## config.mk

```make
export PLATFORM = sky130hd
export DESIGN_NAME = dis_pipe_array
export DESIGN_NICKNAME = d
export VERILOG_FILES = /design/src/rtl/dis_pipe_array.sv
export SDC_FILE = /design/constraint.sdc
export NUM_CORES = 1
export LEC_CHECK = 0
export BUFFER_PORTS_ARGS = -buffer_cell sky130_fd_sc_hd__buf_2
export CAP_MARGIN = 20
export CORE_MARGIN = 8
export CORE_UTILIZATION = 43
export CTS_CLUSTER_DIAMETER = 200
export CTS_CLUSTER_SIZE = 28
export DETAILED_ROUTE_END_ITERATION = 10
export GPL_ROUTABILITY_DRIVEN = 0
export HOLD_SLACK_MARGIN = 0.06
export PLACE_DENSITY_LB_ADDON = 0.12
export SKIP_LAST_GASP = 1
export SYNTH_ARGS = -nofsm -noshare
export SYNTH_HDL_FRONTEND = slang
export SYNTH_SLANG_ARGS = --single-unit
```

## constraint.sdc

```tcl
create_clock -name clk -period 5.9 [get_ports clk]
set_clock_uncertainty 0.1 [all_clocks]
set_input_delay 1.18 -clock clk [delete_from_list [all_inputs] [get_ports clk]]
set_output_delay 1.18 -clock clk [all_outputs]
set_load 0.05 [all_outputs]
```

## src/rtl/dis_pipe_array.sv

```systemverilog
// Pipe-sprite renderer for up to NUM_PIPES pipe pairs (upper and lower head-and-body pipes).
// Takes the pixel being painted and returns a paint enable, an RGB565 colour and the index of
// the pipe that drew it, exactly 4 cycles later. One new pixel is accepted every cycle.
// Pipe geometry is latched into shadow registers on frame_start, so that game-logic updates
// never tear mid-frame.
//
// Sprite images are packed parameters, with entry 0 in the least significant bits:
//   HEAD_IMG : HEAD_W*HEAD_H 4-bit palette indices, row-major
//   BODY_IMG : HEAD_W 4-bit palette indices (one body row, repeated vertically)
//   PAL_IMG  : 16 RGB565 colours; palette index 0 is transparent
//
// Ports:
//   clk, rstn        clock; synchronous active-low reset
//   i_frame_start    one-cycle pulse that latches i_pos_x, i_gap_y and i_pipe_en
//   i_pos_x          signed left edge of pipe i at bits [16i+15:16i]
//   i_gap_y          signed top row of the gap of pipe i
//   i_pipe_en        per-pipe visibility mask
//   i_paint_x/y      signed pixel column / row being painted
//   o_paint_enable   pixel is opaque pipe
//   o_paint_color    RGB565 colour (don't-care while o_paint_enable is 0)
//   o_paint_pipe     index of the pipe that drew the pixel
module dis_pipe_array #(
   parameter int unsigned                NUM_PIPES   = 3,
   parameter int unsigned                SCALE_SHIFT = 2,
   parameter int unsigned                HEAD_W      = 26,
   parameter int unsigned                HEAD_H      = 12,
   parameter int unsigned                GAP_H       = 208,
   parameter int unsigned                GROUND_Y    = 400,
   parameter logic [4*HEAD_W*HEAD_H-1:0] HEAD_IMG    = '0,
   parameter logic [4*HEAD_W-1:0]        BODY_IMG    = '0,
   parameter logic [16*16-1:0]           PAL_IMG     = '0
) (
   input  logic                    clk,
   input  logic                    rstn,
   input  logic                    i_frame_start,
   input  logic [16*NUM_PIPES-1:0] i_pos_x,
   input  logic [16*NUM_PIPES-1:0] i_gap_y,
   input  logic [NUM_PIPES-1:0]    i_pipe_en,
   input  logic [15:0]             i_paint_x,
   input  logic [15:0]             i_paint_y,
   output logic                    o_paint_enable,
   output logic [15:0]             o_paint_color,
   output logic [2:0]              o_paint_pipe
);

   localparam int unsigned PW   = HEAD_W << SCALE_SHIFT;
   localparam int unsigned PH   = HEAD_H << SCALE_SHIFT;
   localparam int unsigned DX_W = $clog2(PW);
   localparam int unsigned HY_W = $clog2(PH);
   localparam int unsigned HA_W = $clog2(HEAD_W * HEAD_H);
   localparam int unsigned BA_W = $clog2(HEAD_W);

   localparam logic signed [16:0] C_PW     = 17'(PW);
   localparam logic signed [17:0] C_PH     = 18'(PH);
   localparam logic signed [17:0] C_GAP    = 18'(GAP_H);
   localparam logic signed [17:0] C_GROUND = 18'(GROUND_Y);

   typedef enum logic [1:0] {RegNone, RegHead, RegBody} region_e;

   // ROM images unpacked into addressable arrays
   logic [3:0]  w_head_rom [HEAD_W*HEAD_H];
   logic [3:0]  w_body_rom [HEAD_W];
   logic [15:0] w_pal_rom  [16];

   for (genvar a = 0; a < HEAD_W * HEAD_H; a++) begin : g_head_rom
      assign w_head_rom[a] = HEAD_IMG[4*a +: 4];
   end
   for (genvar a = 0; a < HEAD_W; a++) begin : g_body_rom
      assign w_body_rom[a] = BODY_IMG[4*a +: 4];
   end
   for (genvar a = 0; a < 16; a++) begin : g_pal_rom
      assign w_pal_rom[a] = PAL_IMG[16*a +: 16];
   end

   // Shadow registers: the geometry below only ever sees these
   logic [15:0]          r_pos_x [NUM_PIPES];
   logic [15:0]          r_gap_y [NUM_PIPES];
   logic [NUM_PIPES-1:0] r_pipe_en;

   always_ff @(posedge clk) begin
      if (!rstn) begin
         for (int i = 0; i < int'(NUM_PIPES); i++) begin
            r_pos_x[i] <= '0;
            r_gap_y[i] <= '0;
         end
         r_pipe_en <= '0;
      end else if (i_frame_start) begin
         for (int i = 0; i < int'(NUM_PIPES); i++) begin
            r_pos_x[i] <= i_pos_x[16*i +: 16];
            r_gap_y[i] <= i_gap_y[16*i +: 16];
         end
         r_pipe_en <= i_pipe_en;
      end
   end

   // Per-pipe geometry, widened so that no subtraction or offset can wrap
   logic signed [17:0]   w_py;
   logic                 w_row_ok;
   logic [NUM_PIPES-1:0] w_hit_head;
   logic [NUM_PIPES-1:0] w_hit_body;
   logic [DX_W-1:0]      w_dx_p [NUM_PIPES];
   logic [HY_W-1:0]      w_hy_p [NUM_PIPES];

   assign w_py     = {{2{i_paint_y[15]}}, i_paint_y};
   assign w_row_ok = !w_py[17] && (w_py < C_GROUND);

   for (genvar g = 0; g < NUM_PIPES; g++) begin : g_geo
      logic signed [16:0] w_dx;
      logic signed [17:0] w_gy;
      logic signed [17:0] w_uh_top;
      logic signed [17:0] w_lh_top;
      logic signed [17:0] w_lb_top;
      logic               w_col;
      logic               w_ub;
      logic               w_uh;
      logic               w_lh;
      logic               w_lb;

      assign w_dx     = {i_paint_x[15], i_paint_x} - {r_pos_x[g][15], r_pos_x[g]};
      assign w_gy     = {{2{r_gap_y[g][15]}}, r_gap_y[g]};
      assign w_uh_top = w_gy - C_PH;
      assign w_lh_top = w_gy + C_GAP;
      assign w_lb_top = w_lh_top + C_PH;

      assign w_col = !w_dx[16] && (w_dx < C_PW);
      assign w_ub  = w_py < w_uh_top;
      assign w_uh  = (w_py >= w_uh_top) && (w_py < w_gy);
      assign w_lh  = (w_py >= w_lh_top) && (w_py < w_lb_top);
      assign w_lb  = w_py >= w_lb_top;

      assign w_hit_head[g] = w_col && w_row_ok && (w_uh || w_lh);
      assign w_hit_body[g] = w_col && w_row_ok && (w_ub || w_lb);
      assign w_dx_p[g]     = w_dx[DX_W-1:0];
      // Upper head is drawn upside down: its bottom row is head row 0
      assign w_hy_p[g]     = w_uh ? HY_W'(w_gy - w_py - 18'sd1) : HY_W'(w_py - w_lh_top);
   end

   // S1: pick the winning pipe
   region_e         w_s1_type;
   logic [2:0]      w_s1_pipe;
   logic [DX_W-1:0] w_s1_dx;
   logic [HY_W-1:0] w_s1_hy;

   always_comb begin
      w_s1_type = RegNone;
      w_s1_pipe = '0;
      w_s1_dx   = '0;
      w_s1_hy   = '0;
      // Walk downwards so the lowest-index hit is the one left standing
      for (int i = int'(NUM_PIPES) - 1; i >= 0; i--) begin
         if (r_pipe_en[i] && (w_hit_head[i] || w_hit_body[i])) begin
            w_s1_type = w_hit_head[i] ? RegHead : RegBody;
            w_s1_pipe = 3'(i);
            w_s1_dx   = w_dx_p[i];
            w_s1_hy   = w_hy_p[i];
         end
      end
   end

   region_e         r_s1_type;
   logic [2:0]      r_s1_pipe;
   logic [DX_W-1:0] r_s1_dx;
   logic [HY_W-1:0] r_s1_hy;

   always_ff @(posedge clk) begin
      if (!rstn) begin
         r_s1_type <= RegNone;
         r_s1_pipe <= '0;
         r_s1_dx   <= '0;
         r_s1_hy   <= '0;
      end else begin
         r_s1_type <= w_s1_type;
         r_s1_pipe <= w_s1_pipe;
         r_s1_dx   <= w_s1_dx;
         r_s1_hy   <= w_s1_hy;
      end
   end

   // S2: bitmap address
   logic [HY_W-1:0] w_brow;
   logic [DX_W-1:0] w_bcol;
   logic [HA_W-1:0] w_s2_addr;

   assign w_brow    = r_s1_hy >> SCALE_SHIFT;
   assign w_bcol    = r_s1_dx >> SCALE_SHIFT;
   assign w_s2_addr = (r_s1_type == RegHead) ?
                      HA_W'(int'(w_brow) * int'(HEAD_W) + int'(w_bcol)) : HA_W'(w_bcol);

   region_e         r_s2_type;
   logic [2:0]      r_s2_pipe;
   logic [HA_W-1:0] r_s2_addr;

   always_ff @(posedge clk) begin
      if (!rstn) begin
         r_s2_type <= RegNone;
         r_s2_pipe <= '0;
         r_s2_addr <= '0;
      end else begin
         r_s2_type <= r_s1_type;
         r_s2_pipe <= r_s1_pipe;
         r_s2_addr <= w_s2_addr;
      end
   end

   // S3: head/body ROM read
   logic       r_s3_valid;
   logic [2:0] r_s3_pipe;
   logic [3:0] r_s3_pix;

   always_ff @(posedge clk) begin
      if (!rstn) begin
         r_s3_valid <= 1'b0;
         r_s3_pipe  <= '0;
         r_s3_pix   <= '0;
      end else begin
         r_s3_valid <= (r_s2_type != RegNone);
         r_s3_pipe  <= r_s2_pipe;
         case (r_s2_type)
            RegHead: r_s3_pix <= w_head_rom[r_s2_addr];
            RegBody: r_s3_pix <= w_body_rom[r_s2_addr[BA_W-1:0]];
            default: r_s3_pix <= '0;
         endcase
      end
   end

   // S4: palette read; index 0 is transparent
   logic        r_en;
   logic [2:0]  r_pipe;
   logic [15:0] r_color;

   always_ff @(posedge clk) begin
      if (!rstn) begin
         r_en   <= 1'b0;
         r_pipe <= '0;
      end else begin
         r_en   <= r_s3_valid && (r_s3_pix != 4'd0);
         r_pipe <= r_s3_pipe;
      end
   end

   always_ff @(posedge clk) begin
      r_color <= w_pal_rom[r_s3_pix];
   end

   assign o_paint_enable = r_en;
   assign o_paint_color  = r_color;
   assign o_paint_pipe   = r_pipe;

endmodule
```

## Yosys cells after proc, flatten, opt, wreduce, memory -nomap -nowiden

Memories as Yosys holds them, arrays and structs flattened. A register that Yosys moved wholly into a read port is not among the register bits.
Cells that the tools add are included.

| cells by class | value |
|---|---|
| add/sub/neg operators | 22 |
| multiply operators | 1 |
| $lt $le $gt $ge | 24 |
| equality and inequality tests | 3 |
| mux-type cells | 33 |
| bitwise operators | 10 |
| reductions and logical operators | 41 |

Operator list:

| cell | number |
|---|---|
| 16-bit by 17-bit >= comparator with 1-bit output | 6 |
| 16-bit two-way mux | 6 |
| 17-bit by 7-bit adder with 18-bit output, second input constant | 3 |
| 16-bit by 18-bit >= comparator with 1-bit output | 3 |
| 16-bit by 18-bit < comparator with 1-bit output | 3 |
| 16-bit by 9-bit adder with 17-bit output, second input constant | 3 |
| 16-bit by 17-bit < comparator with 1-bit output | 3 |
| 17-bit by 8-bit < comparator with 1-bit output, second input constant | 3 |
| 16-bit by 16-bit subtractor with 17-bit output | 3 |
| 16-bit by 7-bit subtractor with 17-bit output, second input constant | 3 |
| 16-bit < comparator | 3 |
| 6-bit two-way mux | 6 |
| 6-bit subtractor | 6 |
| 1-bit logical AND | 23 |
| 7-bit two-way mux | 3 |
| 6-bit by 2-bit subtractor with 6-bit output, second input constant | 3 |
| 16-bit by 10-bit < comparator with 1-bit output, second input constant | 1 |
| 4-bit two-way mux | 4 |
| 2-bit two-way mux | 7 |
| 10-bit >= comparator, second input constant | 1 |
| 9-bit inverter with 10-bit output | 1 |
| 9-bit by 5-bit adder with 9-bit output | 1 |
| 1-bit logical OR | 9 |
| 4-bit by 4-bit multiplier with 8-bit output, second input constant | 1 |
| other kinds (16) | 29 |

| storage, ports and cells | value |
|---|---|
| register bits | 43 |
| RAM bits | 96 |
| memory bits (read-only) | 2432 |
| input bits | 134 |
| output and inout bits | 20 |
| word-level logic and storage cells | 154 |
| memories | 5 |

Memory list:

| name | words | bits a word | read ports | clocked after Yosys merged registers in | write ports | RTL line | source |
|---|---|---|---|---|---|---|---|
| (name not given) | 512 | 4 | 1 | 0 | 0 | 219 | `RegHead: r_s3_pix <= w_head_rom[r_s2_addr];` |
| (name not given) | 16 | 16 | 1 | 1 | 0 | 242 | `r_color <= w_pal_rom[r_s3_pix];` |
| (name not given) | 32 | 4 | 1 | 0 | 0 | 220 | `RegBody: r_s3_pix <= w_body_rom[r_s2_addr[BA_W-1:0]];` |
| r_gap_y | 3 | 16 | 3 | 0 | 3 | 77 | `logic [15:0] r_gap_y [NUM_PIPES];` |
| r_pos_x | 3 | 16 | 3 | 0 | 3 | 76 | `logic [15:0] r_pos_x [NUM_PIPES];` |

## Logic depth before layout (Yosys ltp)

Gate-level depths: netlist (run 1).
An unclocked memory read counts as a cell.

| depth | value |
|---|---|
| depth after elaboration | 12 |
| gate-level depth with buffers | 18 |
| gate-level depth less buffers | 18 |

## Worst setup path before layout (run 1)

OpenSTA, ideal clock, no wires.

| timing path | value |
|---|---|
| path kind | input to register |
| from | in i_frame_start |
| to | mem r_gap_y[0][0], enable pin |
| library setup time | 471 ps |
| arrival time | 4103 ps |
| required time | 5329 ps |
| slack | 1226 ps |
| cell stages on the path | 3 |
| path buffers | 2 |
| path through | clkbuf_1 clkbuf_1 nand2b_1 |

RTL lines:

| item | RTL line | source |
|---|---|---|
| start: declaration | 35 | `input logic i_frame_start,` |
| end: declaration | 77 |  |

==> key figures, run 1 <==
Outcome
  – Status: completed

Floorplanning
  – Core Area: ~26000 sq um
  – Chip width: roughly 180 um
  – Row count: around 60
  – DIE HEIGHT: 179 um
  – Top-level I/O count: approximately 150
  – DIE AREA: between 30000 and 40000 sq um
  – Starting Density: 0.438

Placed design
  – Port bufs: 135
  – Pre-CTS setup slack: 1.27 ns
  – Placed cells: 1732
  – DP HPWL: between 20000 and 30000 um

Power and ir drop
  – LEAKAGE: around 5.8 nW
  – Worst vdd rail ir drop: about 170 uV
  – Pwr per Cell Area: between 200 and 250 nW/um^2

Route
  – Avg Vias per Cell: between 5 and 6
  – WL final: around 34000 um
  – Antenna-violating nets left: 0
  – Iter 0 DRT Violations: between 500 and 600
  – DRC: 0
  – WL/cell: 19.2 um
  – DR vias: between 10000 and 15000
  – 1st-pass router iterations: 5

Run
  – Max-Cap Viols: 0

STA
  – Fin Hold WS: about 0.35 ns
  – # setup viols final: 0
  – Worst Max-Slew Pin Slew: 0.848 ns
  – Final count of hold timing violations: 0
  – Clock period minus worst slack: between 4 and 5 ns
  – Slew headroom: 0.435
  – Final worst-path cycle share: 0.812
  – Final WS setup: about 1.1 ns
  – Max Slew Vio Count: 0
  – FMAX: about 210 MHz
  – Setup_tns: 0 ns
  – RSZ-0062 raised after global routing: no

CTS
  – CTS Hold Bufs: 0
  – Total CTS buffers: 9
  – Register clock-pin slew on the reported worst setup and hold paths: about 0.090 ns
  – Max clock buf depth: 2
  – Clock Tree Root: clkbuf_16
  – Post-CTS Setup Inserts: 0
  – CTS tree: done
  – Sink Count: around 110
  – CTS resizes: 0
  – H-tree depth: 3
  – Clock Latency Late Sink: about 0.37 ns

Layout
  – Fin nets: between 1500 and 2000
  – Number of diodes: 0
  – Non-Filler Instances: ~1700
  – P&R area growth vs syn: 10.7%
  – Post-layout util: 0.484
  – Most common cell after layout, fill and taps aside: ha_1
  – Most frequent cells in the layout: ha_1 (200), buf_2 (135), inv_1 (131)
  – Share of layout cells above drive strength 1: 0.128

Global route
  – Global route overflow: 0
  – Initial antenna violation count: 3
  – Vias in the first global route: ~10000
  – All-layer global routing usage: 0.209
  – Largest net degree at the start of global routing: 101
  – First-pass GRT wire length: roughly 53000 um

Min path
  – Hold Crit Start: r_s3_pipe[1]$_SDFF_PN0_
  – Hold/Removal Path Class: reg2reg

Worst setup path
  – CP cell instances: ha_1 > nor3_1 > nor2_1 > nand2_1 > xnor2_1 > nor2_1 > nand3b_1 > or3_1 > o21ai_0 > ha_1 > nand4_1 > nor3_1 > a221oi_1 > mux2_2 > nor4_1 > o41ai_1 > nor4b_2
  – FF-to-FF setup slack: 1.11 ns
  – CP required: roughly 6 ns
  – Crit start category: flip-flop
  – Critical Path Slowest Stage Cell: edfxtp_1
  – Crit path kind: reg2reg
  – FF-to-FF Start: r_gap_y[0][4]$_SDFFCE_PN0P_
  – CP max stage delay: 0.48 ns
  – Crit path capture type: flip-flop
  – Arrival time at the worst endpoint: 4.98 ns
  – Worst Path Max Fanout: 7
  – Worst Setup SP: r_gap_y[0][4]$_SDFFCE_PN0P_

Logic synthesis
  – Async SR Flop Fraction: 0
  – Synth Register Bits: 107
  – Post-synthesis instance total: between 1000 and 1500
  – Mapped Area: 11400 sq um
  – Number of synthesized flops with an enable pin: 96
  – Sequential-to-total area share from yosys stat: 0.271
  – Ys Warns: 0
  – Avg Cell Area, Syn: ~8.8 sq um
  – Ys flop type: edfxtp_1
  – Synth unique cells: between 70 and 80
==> worst max-delay path, delay by kind of cell, from the launching register on <==
family | cells | cell delay, ns
AO/OA/AOI/OAI | 3 | 0.73
XOR/XNOR | 1 | 0.13
adder cells (fa/ha/maj) | 2 | 0.63
flip-flops | 1 | 0.48
multiplexers | 1 | 0.37
AND/OR/NAND/NOR | 10 | 2.26
==> cells by family (layout without fill, tap and decap cells) <==
family / count (synthesis) / in the layout / share of synthesized area
multiplexers: 11 / 11 / 0.00995
AO/OA/AOI/OAI: 283 / 283 / 0.167
other: 1 / 18 / 0.000328
flip-flops: 107 / 107 / 0.271
adder cells (fa/ha/maj): 200 / 200 / 0.219
buffers and inverters: 186 / 287 / 0.0682
XOR/XNOR: 86 / 86 / 0.0658
AND/OR/NAND/NOR: 421 / 421 / 0.199
==> routing by layer <==
layer,vias to the layer above,share of wire,wire (um),track usage
met5,-,0.00083,28,0
met2,254,0.47,15900,0.359
met3,55,0.049,1640,0.0369
li1,5007,-,-,-
met4,4,0.023,777,0.0587
met1,4686,0.46,15300,0.265
==> registers in the layout (all words and copies together), names as in the netlist <==
name / cells
r_pos_x: 48
r_s1_pipe: 2
o_paint_pipe: 2
r_pipe_en: 3
r_s2_pipe: 2
r_s3_pipe: 2
r_gap_y: 48
==> final timing paths <==
kind                                      to  cells past startpoint
setup / recovery     r_s1_pipe[1]$_SDFF_PP0_                     17
hold reg to reg   o_paint_pipe[1]$_SDFF_PN0_                      1
setup reg to reg     r_s1_pipe[1]$_SDFF_PP0_                     17
hold / removal    o_paint_pipe[1]$_SDFF_PN0_                      1
==> power breakdown <==
| group | switching, mW | internal (mW) | total, mW | leakage, nW |
|---|---|---|---|---|
| sequential | 0.0476 | 0.887 | 0.934 | 1.12 |
| clock | 0.358 | 0.309 | 0.667 | 0.152 |
| combinational | 0.612 | 0.420 | 1.03 | 4.52 |
==> metrics by stage <==
stage	total power, mW	instance area, sq um
final	2.63	12700
after global routing	2.81	12700
after CTS	2.64	12700
after detailed placement	1.97	12300
after global placement	1.96	12300
after floorplan	1.69	11500
==> area by class of cell <==
| class | count | area [sq um] |
|---|---|---|
| fillers | 2535 | 13500 |
| multi-input cells | 1019 | 7630 |
| flip-flops and latches | 107 | 3100 |
| repair buffers | 138 | 698 |
| inverters | 133 | 499 |
| well taps | 335 | 419 |
| clock buffers | 9 | 225 |
| clock inverters | 7 | 86.3 |
==> synth_stat cells (5+ instances only) <==
cell / n / area [sq um]
ha_1: 200 / 2500
inv_1: 131 / 492
and3_1: 103 / 644
edfxtp_1: 96 / 2880
nor2_1: 75 / 282
xnor2_1: 72 / 631
a21oi_1: 68 / 340
nand2_1: 54 / 203
o21ai_0: 52 / 260
nor3_1: 46 / 230
clkbuf_1: 32 / 120
nand3_1: 29 / 145
a21o_1: 24 / 180
nand4_1: 21 / 131
buf_4: 20 / 150
a31oi_1: 17 / 106
nor2b_1: 17 / 106
a211oi_1: 15 / 113
nor4_1: 14 / 87.6
xor2_1: 14 / 123
a2111oi_0: 11 / 96.3
dfxtp_1: 11 / 220
or2_2: 11 / 68.8
o211ai_1: 10 / 75.1
o21a_1: 10 / 75.1
or3_1: 9 / 56.3
and2_1: 8 / 50.1
mux2i_1: 8 / 80.1
o31ai_1: 8 / 60.1
nand2b_1: 7 / 43.8
o41ai_1: 6 / 52.6
and4_1: 5 / 43.8
o2111ai_1: 5 / 43.8
o311ai_0: 5 / 43.8
or4_1: 5 / 37.5
No activity file was read; power rests on OpenSTA's default activity.
==> inputs of run 2 (changes only) <==
- clock period: 5.9 -> 4.25 ns (I/O delays scaled with it)
==> run 2 against run 1 <==
Clock power up 39%; sequential share of layout area down 1.1 points; wire length up 2.3%.
==> key figures, run 2 (same netlist as run 1, synthesis figures left out) <==
Global route
  – Global route overflow: 0 (unchanged)
  – All-layer global routing usage: 0.211 (was 0.209)
  – First-pass GRT wire length: 52600 um (was 52900 um)
  – Met3 usage: 0.0381 (was 0.0369)
  – Top Usage Layer GRT: met2 (unchanged)
  – GR Util met1: 0.257 (was 0.265)
  – Vias in the first global route: 9906 (was 10026)
  – Initial antenna violation count: 5 (was 3)
  – Largest net degree at the start of global routing: 107 (was 101)
  – Met2 Use GR: 0.364 (was 0.359)

Layout
  – Fin nets: 1792 (was 1742)
  – Share of layout cells above drive strength 1: 0.183 (was 0.128)
  – Most frequent cells in the layout: ha_1 (197), buf_2 (135), inv_1 (130) (was ha_1 (200), buf_2 (135), inv_1 (131))
  – Top Registers: r_gap_y (48), r_pos_x (48), r_pipe_en (3) (unchanged)
  – Most common cell after layout, fill and taps aside: ha_1 (unchanged)
  – P&R area growth vs syn: 16.1% (was 10.7%)

Floorplanning
  – Row count: 59 (unchanged)
  – DIE HEIGHT: 179 um (unchanged)
  – Chip width: 179 um (unchanged)
  – Starting Density: 0.438 (unchanged)
  – DIE AREA: 32100 sq um (unchanged)
  – Top-level I/O count: 154 (unchanged)
  – Core Area: 26100 sq um (unchanged)

Route
  – Antenna-violating nets left: 0 (unchanged)
  – 1st-pass router iterations: 6 (was 5)
  – WL/cell: 19.1 um (was 19.2 um)
  – DRC: 0 (unchanged)
  – DR vias: 10212 (was 10006)
  – Avg Vias per Cell: 5.68 (was 5.72)
  – WL final: 34400 um (was 33600 um)
  – Iter 0 DRT Violations: 591 (was 577)

Worst setup path
  – Crit path kind: reg2reg (unchanged)
  – CP cell instances: ha_2 > or2_4 > xnor2_1 > nor3_1 > a31oi_1 > or2_2 > or3_4 > xnor2_2 > ha_1 > nand4_1 > nor3_2 > nand2b_1 > o21ai_1 > mux2_2 > nor3_2 > or4_1 > nor4b_2 (was ha_1 > nor3_1 > nor2_1 > nand2_1 > xnor2_1 > nor2_1 > nand3b_1 > or3_1 > o21ai_0 > ha_1 > nand4_1 > nor3_1 > a221oi_1 > mux2_2 > nor4_1 > o41ai_1 > nor4b_2)
  – Crit start category: flip-flop (unchanged)
  – Arrival time at the worst endpoint: 4.29 ns (was 4.98 ns)
  – CP required: 4.46 ns (was 6.08 ns)
  – Crit path capture type: flip-flop (unchanged)
  – Worst Path Buf+Inv: 0 (unchanged)
  – CP max stage delay: 0.43 ns (was 0.48 ns)
  – CP top delay family: simple AND/OR/NAND/NOR gates (unchanged)
  – Cell mode on critical path: nor3_2
  – Worst Path Max Fanout: 7 (unchanged)
  – Critical Path Slowest Stage Cell: edfxtp_1 (unchanged)

Power and ir drop
  – LEAKAGE: 6.11 nW (was 5.79 nW)
  – Net switching power: 1.45 mW (was 1.02 mW)
  – Sw Share: 0.385 (was 0.387)
  – Clock group share of total power: 0.246 (was 0.253)
  – Pint: 2.31 mW (was 1.62 mW)
  – Tot Pwr: 3.76 mW (was 2.63 mW)
  – Reg power frac: 0.342 (was 0.355)
  – Pwr per Cell Area: 283 nW/um^2 (was 208 nW/um^2)
  – Worst vdd rail ir drop: 214 uV (was 167 uV)
  – Comb power frac: 0.412 (was 0.392)

CTS
  – Total CTS buffers: 9 (unchanged)
  – Clock Tree Root: clkbuf_16 (unchanged)
  – CTS tree: done (unchanged)
  – Sink Count: 107 (unchanged)
  – Clock Latency Late Sink: 0.38 ns (was 0.37 ns)
  – H-tree depth: 3 (unchanged)
  – Register clock-pin slew on the reported worst setup and hold paths: 0.10 ns (was 0.09 ns)
  – Max clock buf depth: 2 (unchanged)

Placed design
  – DP HPWL: 26900 um (was 26500 um)
  – Port bufs: 135 (unchanged)

STA
  – # setup viols final: 0 (unchanged)
  – FMAX: 245 MHz (was 209 MHz)
  – Clock period minus worst slack: 4.09 ns (was 4.79 ns)
  – Max Slew Vio Count: 0 (unchanged)
  – Slew headroom: 0.368 (was 0.435)
  – Worst Max-Slew Pin Slew: 0.947 ns (was 0.848 ns)
  – Final count of hold timing violations: 0 (unchanged)
  – Final worst-path cycle share: 0.962 (was 0.812)
  – Setup_tns: 0 ns (unchanged)

Run
  – Max-Cap Viols: 0 (unchanged)

Outcome
  – Status: completed (unchanged)

Min path
  – Hold/Removal Path Class: reg2reg (unchanged)
## run 2: worst paths after layout
kind | from | end | slack [ns] | depth (start not counted)
max | r_gap_y[0][37]$_SDFFCE_PN0P_ | r_s1_pipe[1]$_SDFF_PP0_ | 0.16 | 17
max reg2reg | r_gap_y[0][37]$_SDFFCE_PN0P_ | r_s1_pipe[1]$_SDFF_PP0_ | 0.16 | 17
min | r_s3_pipe[0]$_SDFF_PN0_ | o_paint_pipe[0]$_SDFF_PN0_ | 0.33 | 1
min reg2reg | r_s3_pipe[0]$_SDFF_PN0_ | o_paint_pipe[0]$_SDFF_PN0_ | 0.33 | 1
## run 2: power by group through the flow
stage | registers [mW] | clock network (mW) | logic (mW)
2_1_floorplan | 1.29 | 0 | 1.06
3_3_place_gp | 1.31 | 0 | 1.46
3_5_place_dp | 1.31 | 0 | 1.48
4_1_cts | 1.28 | 0.942 | 1.50
5_1_grt | 1.30 | 0.975 | 1.73
6_report | 1.29 | 0.925 | 1.55
## run 2: layout make-up
type | instances | area, sq um
repair buffers | 188 | 1070
inverters | 133 | 499
flip-flops and latches | 107 | 3100
multi-input cells | 1019 | 7870
clock inverters | 7 | 96.3
diodes | 1 | 2.50
well taps | 335 | 419
fillers | 2538 | 12800
clock buffers | 9 | 225
## run 2: routing by layer
metal / part of all wire / vias up
met5: 0.00087 / -
met4: 0.034 / 6
met3: 0.054 / 69
met2: 0.48 / 288
met1: 0.43 / 4725
li1: - / 5124
## run 2: stage by stage
stage / worst slack, ns / utilization / hold slack (ns) / area, sq um / instances
finish: 0.164 / 0.508 / 0.331 / 13300 / 1799
global route: -0.0969 / 0.508 / 0.336 / 13300 / 1799
CTS: 0.00107 / 0.499 / 0.333 / 13000 / 1791
detailed placement: -0.272 / 0.485 / 0.319 / 12700 / 1775
global placement: -0.0675 / 0.485 / 0.320 / 12700 / 1775
floorplan: 0.0975 / - / 0.312 / 11500 / 1312
## run 2: what timing repair did
action                                  in CTS  in global routing
hold buffers                                 0                  0
gates resized for setup                      7                 46
endpoints found under the setup margin       2                  2
setup buffers                                0                  7
pin swaps                                    0                 19
gates cloned                                 0                  0
